==> config.mk <==
export PLATFORM = sky130hd
export DESIGN_NAME = nvm_vend_ctrl
export DESIGN_NICKNAME = d
export VERILOG_FILES = /design/src/rtl/nvm_pkg.sv /design/src/rtl/nvm_timeout_ctr.sv /design/src/rtl/nvm_vend_ctrl.sv
export SDC_FILE = /design/constraint.sdc
export NUM_CORES = 1
export LEC_CHECK = 0
export CORE_ASPECT_RATIO = 0.6
export CORE_MARGIN = 2
export CORE_UTILIZATION = 45
export CTS_BUF_LIST = sky130_fd_sc_hd__clkbuf_2
export CTS_CLUSTER_SIZE = 8
export DETAILED_ROUTE_END_ITERATION = 6
export PLACE_DENSITY = 0.69
export SLEW_MARGIN = 25
export SYNTH_ARGS = -nofsm -noshare
export SYNTH_HDL_FRONTEND = slang
export SYNTH_SLANG_ARGS = --single-unit
export TNS_END_PERCENT = 50
==> constraint.sdc <==
create_clock -name clock_i -period 3.8 [get_ports clock_i]
set_clock_uncertainty 0.1 [all_clocks]
set_input_delay 0.95 -clock clock_i [delete_from_list [all_inputs] [get_ports clock_i]]
set_output_delay 0.95 -clock clock_i [all_outputs]
set_load 0.01 [all_outputs]
==> src/rtl/nvm_pkg.sv <==
// Shared types and constants for the newspaper vending sequencer.
// Coin encodings, FSM states and nickel values live here.
package nvm_pkg;

    localparam logic [1:0] COIN_NONE = 2'b00;
    localparam logic [1:0] COIN_5    = 2'b01;
    localparam logic [1:0] COIN_10   = 2'b10;
    localparam logic [1:0] COIN_BAD  = 2'b11;

    // Credit value of each accepted coin, in nickels
    localparam logic [1:0] VAL_5  = 2'd1;
    localparam logic [1:0] VAL_10 = 2'd2;

    typedef enum logic [1:0] {
        ST_EMPTY,
        ST_IDLE,
        ST_VEND,
        ST_PAYOUT
    } state_e;

    function automatic logic [1:0] coin_value(input logic [1:0] c);
        logic [1:0] v;
        v = 2'd0;
        if (c == COIN_5) begin
            v = VAL_5;
        end else if (c == COIN_10) begin
            v = VAL_10;
        end
        return v;
    endfunction

endpackage

==> src/rtl/nvm_timeout_ctr.sv <==
// Clear/enable cycle counter with a terminal-count flag.
// Holds at MAX-1 so it never wraps while waiting.
module nvm_timeout_ctr #(
    parameter int MAX = 64
) (
    input  logic clk_i,
    input  logic rst_i,
    input  logic clr_i,
    input  logic en_i,
    output logic tc_o
);

    localparam int W = (MAX > 2) ? $clog2(MAX) : 1;

    logic [W-1:0] cnt_q;

    assign tc_o = (cnt_q == W'(MAX - 1));

    // Count enabled cycles; clear has priority, saturate at terminal count
    always_ff @(posedge clk_i or posedge rst_i) begin
        if (rst_i) begin
            cnt_q <= '0;
        end else if (clr_i) begin
            cnt_q <= '0;
        end else if (en_i && !tc_o) begin
            cnt_q <= cnt_q + W'(1);
        end
    end

endmodule

==> src/rtl/nvm_vend_ctrl.sv <==
// Vend sequencer: coin credit, dispenser handshake, change pulses,
// stock tracking and sticky dispenser-timeout fault.
module nvm_vend_ctrl
    import nvm_pkg::*;
#(
    parameter int PRICE   = 3,
    parameter int STOCK_W = 8,
    parameter int TIMEOUT = 64,
    parameter int CW      = 4
) (
    input  logic               clock_i,
    input  logic               reset_i,
    input  logic [1:0]         coin_i,
    input  logic               cancel_i,
    input  logic               stock_load_i,
    input  logic [STOCK_W-1:0] stock_in_i,
    input  logic               disp_done_i,
    output logic               dispense_req_o,
    output logic               change_pulse_o,
    output logic               coin_reject_o,
    output logic [CW-1:0]      credit_o,
    output logic [STOCK_W-1:0] stock_o,
    output logic               sold_out_o,
    output logic               fault_o,
    output logic               busy_o
);

    localparam logic [CW-1:0] PRICE_C = CW'(PRICE);

    state_e             state_q, state_d;
    logic [CW-1:0]      credit_q, credit_d;
    logic [CW-1:0]      change_q, change_d;
    logic [STOCK_W-1:0] stock_q, stock_d;
    logic               fault_q, fault_d;
    logic               reject_d;

    logic               dispense_req_q;
    logic               change_pulse_q;
    logic               coin_reject_q;
    logic               sold_out_q;
    logic               busy_q;

    logic               coin_any;
    logic               coin_ok;
    logic [CW-1:0]      sum;
    logic               tmr_clr;
    logic               tmr_en;
    logic               tmr_tc;

    assign coin_any = (coin_i != COIN_NONE);
    assign coin_ok  = (coin_i == COIN_5) || (coin_i == COIN_10);
    assign sum      = credit_q + CW'(coin_value(coin_i));

    // Timer runs only while staying in VEND; cleared on entry and exit
    assign tmr_en  = (state_q == ST_VEND);
    assign tmr_clr = (state_q != ST_VEND) || (state_d != ST_VEND);

    nvm_timeout_ctr #(
        .MAX (TIMEOUT)
    ) u_tmr (
        .clk_i (clock_i),
        .rst_i (reset_i),
        .clr_i (tmr_clr),
        .en_i  (tmr_en),
        .tc_o  (tmr_tc)
    );

    // Next-state, credit, change, stock and fault logic
    always_comb begin
        state_d  = state_q;
        credit_d = credit_q;
        change_d = change_q;
        stock_d  = stock_q;
        fault_d  = fault_q;
        reject_d = 1'b0;
        unique case (state_q)
            ST_EMPTY: begin
                reject_d = coin_any;
                if (stock_load_i && stock_in_i != '0 && !fault_q) begin
                    stock_d = stock_in_i;
                    state_d = ST_IDLE;
                end
            end
            ST_IDLE: begin
                if (cancel_i) begin
                    reject_d = coin_any;
                    if (credit_q != '0) begin
                        change_d = credit_q;
                        credit_d = '0;
                        state_d  = ST_PAYOUT;
                    end
                end else if (coin_ok) begin
                    if (sum >= PRICE_C) begin
                        change_d = sum - PRICE_C;
                        credit_d = '0;
                        state_d  = ST_VEND;
                    end else begin
                        credit_d = sum;
                    end
                end else begin
                    reject_d = (coin_i == COIN_BAD);
                    if (stock_load_i && credit_q == '0) begin
                        stock_d = stock_in_i;
                        if (stock_in_i == '0) begin
                            state_d = ST_EMPTY;
                        end
                    end
                end
            end
            ST_VEND: begin
                reject_d = coin_any;
                if (disp_done_i) begin
                    stock_d = stock_q - STOCK_W'(1);
                    if (change_q != '0) begin
                        state_d = ST_PAYOUT;
                    end else if (stock_d == '0 || fault_q) begin
                        state_d = ST_EMPTY;
                    end else begin
                        state_d = ST_IDLE;
                    end
                end else if (tmr_tc) begin
                    fault_d  = 1'b1;
                    change_d = change_q + PRICE_C;
                    state_d  = ST_PAYOUT;
                end
            end
            ST_PAYOUT: begin
                reject_d = coin_any;
                if (change_q != '0) begin
                    change_d = change_q - CW'(1);
                end
                if (change_q <= CW'(1)) begin
                    if (stock_q == '0 || fault_q) begin
                        state_d = ST_EMPTY;
                    end else begin
                        state_d = ST_IDLE;
                    end
                end
            end
            default: begin
                state_d = ST_EMPTY;
            end
        endcase
    end

    // State and datapath registers
    always_ff @(posedge clock_i or posedge reset_i) begin
        if (reset_i) begin
            state_q  <= ST_EMPTY;
            credit_q <= '0;
            change_q <= '0;
            stock_q  <= '0;
            fault_q  <= 1'b0;
        end else begin
            state_q  <= state_d;
            credit_q <= credit_d;
            change_q <= change_d;
            stock_q  <= stock_d;
            fault_q  <= fault_d;
        end
    end

    // Registered outputs derived from the upcoming state
    always_ff @(posedge clock_i or posedge reset_i) begin
        if (reset_i) begin
            dispense_req_q <= 1'b0;
            change_pulse_q <= 1'b0;
            coin_reject_q  <= 1'b0;
            sold_out_q     <= 1'b1;
            busy_q         <= 1'b0;
        end else begin
            dispense_req_q <= (state_d == ST_VEND);
            change_pulse_q <= (state_d == ST_PAYOUT);
            coin_reject_q  <= reject_d;
            sold_out_q     <= (stock_d == '0);
            busy_q         <= (state_d == ST_VEND) ||
                              (state_d == ST_PAYOUT);
        end
    end

    assign dispense_req_o = dispense_req_q;
    assign change_pulse_o = change_pulse_q;
    assign coin_reject_o  = coin_reject_q;
    assign credit_o       = credit_q;
    assign stock_o        = stock_q;
    assign sold_out_o     = sold_out_q;
    assign fault_o        = fault_q;
    assign busy_o         = busy_q;

endmodule

# After elaboration in Yosys (flattened, before gate mapping)
# Cells that the tools add are included.
[classes]
addsub = 6
muxes = 39
n_eq_ne = 18
bitwise_logic = 1
magnitude_cmp = 2
reduce_logical = 28
[op_table]
columns = ["op", "count"]
rows = [
  ["two-way mux 4 bit", 11],
  ["two-way mux 8 bit", 5],
  ["zero test 8 bit", 4],
  ["two-way mux 2 bit", 13],
  ["case mux 8 bit (3 select lines)", 1],
  ["equality test 2 bit, second input constant", 6],
  ["two-way mux 6 bit", 2],
  ["case mux 4 bit (3 select lines)", 1],
  ["!= test 2 bit, second input constant", 5],
  ["!= test 3 bit, second input constant", 3],
  ["case mux 2 bit (4 select lines)", 1],
  ["nonzero test 4 bit", 2],
  ["nonzero test 8 bit", 1],
  ["subtractor 8 x 1 -> 8 bit, second input constant", 1],
  ["AND reduction 7 bit", 1],
  ["adder 6 x 1 -> 6 bit, second input constant", 1],
  ["equality test 6 bit, second input constant", 1],
  ["AND reduction 3 bit", 2],
  ["nonzero test 2 bit", 3],
  ["logical OR 1 bit", 5],
  ["adder 4 x 2 -> 4 bit", 1],
  ["adder 4 x 2 -> 4 bit, second input constant", 1],
  ["equality test 2 x 1 -> 1 bit, second input constant", 2],
  ["greater-or-equal comparator 4 x 2 -> 1 bit, second input constant", 1],
  ["other kinds (13)", 20],
]
[totals]
regBits = 30
wordCells = 105

# Longest topological paths before layout
# Gate-level depths: netlist of the first run.
[depth]
word_depth = 12
mapped_depth = 13

# Modules after synthesis
# From an unflattened synthesis of the first run, not the netlist that was laid out.
[unflattened]
cells_unflattened = 224
area_unflattened_um2 = 2084.5
[modules_own_cells]
columns = ["mod", "instances", "seq_area_each_um2", "cells_each", "area_per_inst_um2"]
rows = [
  ["nvm_vend_ctrl", 1, 601.8, 187, 1715.4],
  ["nvm_timeout_ctr", 1, 150.1, 37, 369.1],
]

# Worst setup path before layout of the first run
# OpenSTA, ideal clock, no wires.
[synth_timing]
path_type = "input-to-reg"
from = "input port coin_i[1]"
to = "register change_pulse_q, in the netlist change_pulse_o"
n_path_buf = 0
t_arrival_ps = 3420
setup_slack_ps = 161
path_stages = 13
cell_sequence = "inv_1 -> ha_1 -> ha_1 -> inv_1 -> fa_1 -> inv_1 -> ha_1 -> nor4b_1 -> mux2i_1 -> nor2b_1 -> o211a_1 -> or3_1 -> and2_1"
[synth_via]
elab_chain_len = 10
[synth_rtl]
columns = ["element", "line_no", "source"]
rows = [
  ["start, declared", "nvm_vend_ctrl.sv:13", "input logic [1:0] coin_i,"],
  ["equality test 2 bit", "nvm_pkg.sv:26, nvm_vend_ctrl.sv:51", ""],
  ["two-way mux 2 bit", "nvm_pkg.sv:26", "end else if (c == COIN_10) begin"],
  ["two-way mux 2 bit", "nvm_pkg.sv:24", "if (c == COIN_5) begin"],
  ["adder 4 x 2 -> 4 bit", "nvm_vend_ctrl.sv:52", "assign sum = credit_q + CW'(coin_value(coin_i));"],
  ["greater-or-equal comparator 4 x 2 -> 1 bit", "nvm_vend_ctrl.sv:93", "if (sum >= PRICE_C) begin"],
  ["two-way mux 2 bit", "nvm_vend_ctrl.sv:93", ""],
  ["two-way mux 2 bit *", "nvm_vend_ctrl.sv:92", "end else if (coin_ok) begin"],
  ["two-way mux 2 bit *", "nvm_vend_ctrl.sv:85", "if (cancel_i) begin"],
  ["case mux 2 bit (4 select lines) *", "nvm_vend_ctrl.sv:76", "unique case (state_q)"],
  ["via state_d[1]", "nvm_vend_ctrl.sv:30", "state_e state_q, state_d;"],
  ["equality test 2 bit *", "nvm_vend_ctrl.sv:173", "change_pulse_q <= (state_d == ST_PAYOUT);"],
  ["end signal, assigned", "nvm_vend_ctrl.sv:173", ""],
  ["end, declared", "nvm_vend_ctrl.sv:38", "logic change_pulse_q;"],
]
# Mark *: on every way through the listed nets, which the timed path passes. The rest lies on a longest branch.
# A chain may end at the register's enable or synchronous reset.

# Worst setup path in the final report of the first run
# Same ends and word-level chain as after synthesis.

==> results of run 1 <==
## final timing paths
| kind | slack, ns | cells past startpoint | endpoint |
|---|---|---|---|
| worst max-delay path | 0.30 | 14 | change_pulse_o |
| worst min-delay path | 0.47 | 2 | u_tmr.cnt_q[4] |
| worst max register to register | 0.68 | 11 | change_pulse_o |
| worst min register to register | 0.47 | 2 | u_tmr.cnt_q[4] |
| max in group asynchronous | 2.44 | 3 | sold_out_o |
| min in group asynchronous | 0.83 | 3 | change_pulse_o |
## cell families after synthesis
kind of cell	after synthesis
buffers and inverters	22
AO/OA/AOI/OAI	57
flip-flops	30
adder cells (fa/ha/maj)	14
XOR/XNOR	9
multiplexers	3
AND/OR/NAND/NOR	99
## metrics by stage
stage                     worst slack (ns)  power [mW]  hold WS, ns  std cells  area (sq um)
after floorplan                      0.161        1.22        0.403        234          2120
after global routing                 0.130        2.00        0.515        350          2710
after global placement              -0.376        1.61        0.424        341          2630
after detailed placement            -0.507        1.62        0.438        341          2630
after CTS                          0.00575        1.80        0.473        350          2680
final                                0.298        1.83        0.469        350          2710
## layout by cell type, fill, tap and decap left out, types with 6 or more instances in the layout
| cell type | netlist | routed |
|---|---|---|
| dfrtp_1 | 29 | 29 |
| clkbuf_2 | 0 | 6 |
| nand2_1 | 9 | 9 |
| ha_1 | 13 | 12 |
| a21oi_1 | 12 | 12 |
| clkdlybuf4s50_1 | 0 | 30 |
| o21ai_0 | 12 | 12 |
| nand2b_1 | 7 | 7 |
| nand3_1 | 9 | 9 |
| buf_4 | 0 | 19 |
| and3_1 | 7 | 7 |
| nor2_1 | 22 | 22 |
| inv_1 | 16 | 15 |
| nor2b_1 | 8 | 8 |
## registers in the layout (all words and copies together) (netlist names)
register,count
busy_o,1
change_pulse_o,1
change_q,4
coin_reject_o,1
credit_o,4
dispense_req_o,1
fault_o,1
sold_out_o,1
state_q,2
stock_o,8
u_tmr.cnt_q,6
## metal layers
metal  vias to the layer above  routed length (um)
met1                       922                2940
li1                        964                   -
met3                         9                 319
met5                         -                   0
met2                        54                2080
met4                         0                  68
## power by group through the flow
stage | clock [mW] | combinational [mW] | sequential [mW]
5_1_grt | 0.188 | 1.20 | 0.612
4_1_cts | 0.168 | 1.04 | 0.588
3_5_place_dp | 0 | 1.03 | 0.594
6_report | 0.162 | 1.08 | 0.593
2_1_floorplan | 0 | 0.659 | 0.564
3_3_place_gp | 0 | 1.01 | 0.592
## repair_timing
item | CTS | global route
gates resized for setup | 2 | 6
endpoints found under the setup margin | 2 | 9
hold buffers | 0 | 0
setup buffers | 1 | 0
pin swaps | 2 | 4
## worst register-to-register path, cell delays in order, from the launching register on
cell      delay (ns)
dfrtp_1         0.52
ha_1            0.22
inv_1           0.06
fa_1            0.50
inv_1           0.06
ha_2            0.21
nor4bb_2        0.29
mux2i_1         0.14
nor2b_1         0.17
o211a_1         0.26
or3_4           0.38
and2_1          0.17
## final cells by class
class | count | area [sq um] | area share, %
clock buffers | 6 | 30.0 | 1.11
clock inverters | 2 | 10.0 | 0.369
inverters | 16 | 60.1 | 2.22
multi-input cells | 182 | 1310 | 48.4
flip-flops and latches | 30 | 752 | 27.7
well taps | 63 | 78.8 | 2.91
repair buffers | 51 | 468 | 17.3
==> flow_metrics.tcl, run 1 <==
set metrics [dict create \
    antenna_found_initial 0 \
    path_clk_slew_ns 0.18 \
    slew_violations 0 \
    syn_inst 234 \
    path_class "input pin to register" \
    cts_buffer_depth 2 \
    avgSynthCellArea_sq_um 9.07 \
    yosysMostFrequentCell "dfrtp_1" \
    dpl.hpwl_um 4070 \
    fmax_ghz 0.286 \
    fin_crit_ns 3.50 \
    yosysSeqAreaShare_pct 35.4 \
    ant_nets 0 \
    nets 315 \
    synthFlopType "dfrtp_1" \
    grt_use_met1_pct 35.4 \
    hp-class "register to register" \
    p_leak_nw 1.21 \
    cp-startpoint "coin_i[1]" \
    crit_chain "dlymetal6s2s_1, inv_2, ha_1, ha_1, inv_1, fa_1, inv_1, ha_2, nor4bb_2, mux2i_1, nor2b_1, o211a_1, or3_4, and2_1" \
    cp_max_fo 4 \
    synth_common_cells "29 x dfrtp_1, 22 x nor2_1, 16 x inv_1" \
    num_vias 1949 \
    slew_headroom_pct 45.2 \
    yosys_warnings 0 \
    dieWidth_um 92.7 \
    power.internal_mw 1.01 \
    start_util_pct 46.5 \
    grt_usage_pct 22.4 \
    cts_tree "yes" \
    areaGrowthSynthToFinish_pct 27.7 \
    grt_max_degree 31 \
    yosysTopAreaCell "dfrtp_1" \
    worstSkewPairLatency_ns 0.38 \
    grt_overflow_total 0 \
    regToRegStartpoint "credit_o[0]" \
    cts_root_buf "clkbuf_2" \
    endpoint_kind "register" \
    viasPerCell 5.57 \
    die-area_sq_mm 0.00530 \
    post-route-period-util_pct 92.2 \
    htree_levels 2 \
    io_pins 33 \
    rsz0062_at_grt "false" \
    pwr-share-comb_pct 58.8 \
    synthAdderAreaFrac_pct 8.61 \
    finalWirelength_um 5410 \
    drv_cap 0 \
    synthTopCellsByArea "dfrtp_1 34%, ha_1 7.7%, nor2_1 3.9%" \
    use_met2_pct 30.4 \
    finalSetupViolations 0 \
    synth_compound_area_share_pct 19.4 \
    finalSetupTns_ns 0 \
    async_flop_share_pct 100 \
    worst_slew_pin_slew_ns 0.820 \
    grt_util_met3_pct 5.15 \
    synth_top_family_by_area "simple AND/OR/NAND/NOR gates" \
    initialDrtViolationCount 150 \
    critPathRequiredTime_ns 4.00 \
    syn_nets 263 \
    num_antenna_cells 0 \
    core_area_sq_mm 0.00456 \
    fp.dieH_um 57.2 \
    synth_mux_area_share_pct 1.42 \
    grt-busiest-layer "met1" \
    startpoint_type "input pin" \
    power_switching_uw 825 \
    p_sw_share_pct 45.0 \
    status "completed" \
    clkSinkCount 30 \
    layout-drive-gt1-share_pct 13.9 \
    p_per_area_mw_per_mm2 676 \
    wl_per_cell_um 15.5 \
    crit_slowest_cell "fa_1" \
    clock_power_share_pct 8.9 \
    crit_arrival_ns 3.70 \
    critPathTopFamily "simple AND/OR/NAND/NOR gates" \
    post-route-util_pct 59.4 \
    cts_buffers 5 \
    finalHoldViolCount 0 \
    fill_cells 413 \
    drt_first_pass_iters 4 \
    place_congestion 0.857 \
    synth-seq-cells 30 \
    synth_edf_count 0 \
    hp-start "u_tmr.cnt_q[4]" \
    grt_pass1_vias 1797 \
    grt_pass1_wl_um 9110 \
    p_seq_share_pct 32.4 \
    cpPeakStageDelay_ns 0.49 \
    synthSimpleGateAreaFrac_pct 27.2 \
    synth_top_area_share_pct 34.2 \
    std_cell_rows 19 \
    synth_xor_xnor_area_share_pct 3.71 \
    ir_drop_v 0.000367 \
    synth_cell_types 56 \
    syn-cell-area_sq_mm 0.00212 \
    drc_errors 0 \
    io_buffers 32 \
    crit_buf_inv 4 \
]
Power figures use the tool's default switching activity.
==> run 2, diff against run 1 <==
CTS_BUF_LIST = not set   (was sky130_fd_sc_hd__clkbuf_2)
==> run 2 against run 1 <==
Sequential power hardly changed. Final cell count is 0.29% higher. Flip-flop and latch count stayed put. Global-route usage is 0.34 points lower. Total power is 7.4% higher. Fmax is 5.4% lower. Clock power is 56% higher. Via count is 1.5% higher. Highest routed layer unchanged.
==> flow_metrics.tcl, run 2 (same netlist as run 1, synthesis figures left out) <==
set metrics [dict create \
    dpl.hpwl_um 4070 \
    drv_cap 0 \
    worst_slew_pin_slew_ns 0.810 \
    critPathRequiredTime_ns 3.88 \
    dpl_worst_slack_ns -0.507 \
    core_area_sq_mm 0.00456 \
    grt-busiest-layer "met1" \
    die-area_sq_mm 0.00530 \
    grt_max_degree 31 \
    drt_first_pass_iters 4 \
    wl_per_cell_um 15.6 \
    crit_top_cell "inv_2" \
    cts_buffer_depth 2 \
    dieWidth_um 92.7 \
    cp.depth 14 \
    num_vias 1979 \
    htree_levels 2 \
    crit_arrival_ns 3.79 \
    holdPathStages 2 \
    ant_nets 0 \
    cts_tree "yes" \
    drc_errors 0 \
    grt_usage_pct 22.0 \
    initialDrtViolationCount 135 \
    worstSkewPairLatency_ns 0.29 \
    start_util_pct 46.5 \
    cts_hold_buf 0 \
    grt_util_met3_pct 4.76 \
    path_clk_slew_ns 0.07 \
    worst_slack_ns 0.0965 \
    antenna_found_initial 0 \
    crit_chain "clkdlybuf4s15_1, inv_2, ha_1, ha_2, inv_1, fa_1, inv_2, ha_4, nor4bb_2, mux2i_1, nor2b_2, o211a_1, or3_4, and2_1" \
    r2r_cells 11 \
    nets 316 \
    use_met2_pct 29.5 \
    num_antenna_cells 0 \
    grt_overflow_total 0 \
    grt_use_met1_pct 35.6 \
    endpoint_kind "register" \
    std_cell_rows 19 \
    finalSetupViolations 0 \
    cts_buffers 5 \
    slew_violations 0 \
    hp-class "register to register" \
    areaGrowthSynthToFinish_pct 30.8 \
    grt_pass1_vias 1773 \
    status "completed" \
    finalWirelength_um 5490 \
    crit_buf_inv 4 \
    fin_crit_ns 3.70 \
    post-route-period-util_pct 97.5 \
    ir_drop_v 0.000339 \
    slew_headroom_pct 45.9 \
    startpoint_type "input pin" \
    cp_max_fo 4 \
    io_pins 33 \
    mostFrequentLayoutCell "clkdlybuf4s50_1" \
    crit_slowest_cell "fa_1" \
    most-common-layout-cells "30 x clkdlybuf4s50_1, 29 x dfrtp_1, 22 x nor2_1, 20 x buf_4, 14 x inv_1" \
    grt_pass1_wl_um 9020 \
    fp.dieH_um 57.2 \
    io_buffers 32 \
    p_per_area_mw_per_mm2 709 \
    finalHoldViolCount 0 \
    layout-drive-gt1-share_pct 15.3 \
    viasPerCell 5.64 \
    largest_reg_flops 8 \
    fmax_ghz 0.270 \
    place_congestion 0.857 \
    critPathTopFamily "simple AND/OR/NAND/NOR gates" \
    post-route-util_pct 60.8 \
    cts_root_buf "clkbuf_8" \
    path_class "input pin to register" \
    p_leak_nw 1.22 \
    clkSinkCount 30 \
    cpPeakStageDelay_ns 0.53 \
]
-- run 2: routing by layer --
metal  routed length [um]  vias up
met5                    0        -
met4                   58        0
met3                  415        6
met2                 2130       68
met1                 2890      938
li1                     -      967
-- run 2: stage by stage --
step	total power [mW]	instance area [sq um]	hold WS (ns)	cells	TNS, ns
floorplan	1.22	2120	0.403	234	0
global placement	1.61	2630	0.424	341	-3.72
detailed placement	1.62	2630	0.438	341	-4.68
CTS	1.88	2720	0.455	350	0
global route	2.13	2780	0.501	351	-0.0225
finish	1.97	2780	0.454	351	0
-- run 2: final timing paths --
check	start	endpoint	slack, ns
setup / recovery	coin_i[1]	change_pulse_o	0.1
hold / removal	u_tmr.cnt_q[4]	u_tmr.cnt_q[4]	0.45
setup reg to reg	credit_o[0]	change_pulse_o	0.65
hold reg to reg	u_tmr.cnt_q[4]	u_tmr.cnt_q[4]	0.45
max in group asynchronous	reset_i	sold_out_o	2.34
min in group asynchronous	reset_i	change_pulse_o	0.95
-- run 2: layout make-up --
type	instances	area (sq um)
inverter	16	60.1
clock inverter	2	10.0
tap	63	78.8
fill	403	1790
multi-input combinational	182	1330
sequential	30	752
clock buffer	6	72.6
timing repair buffer	52	469
-- run 2: timing repair --
item                       in CTS  in global routing
setup endpoints to repair       8                  6
pin swaps                       2                  3
buffers inserted                1                  1
gates resized for setup         5                  9
-- run 2: worst reg2reg max path, delay by kind of cell (launching register included) --
family	cells	cell delay [ns]
AND/OR/NAND/NOR	4	1.03
adder cells (fa/ha/maj)	3	0.93
flip-flops	1	0.49
AO/OA/AOI/OAI	1	0.25
multiplexers	1	0.14
buffers and inverters	2	0.12
-- run 2: power breakdown --
part	total (mW)	internal (mW)	switching, mW
clock network	0.253	0.127	0.127
registers	0.595	0.425	0.170
logic	1.12	0.560	0.558
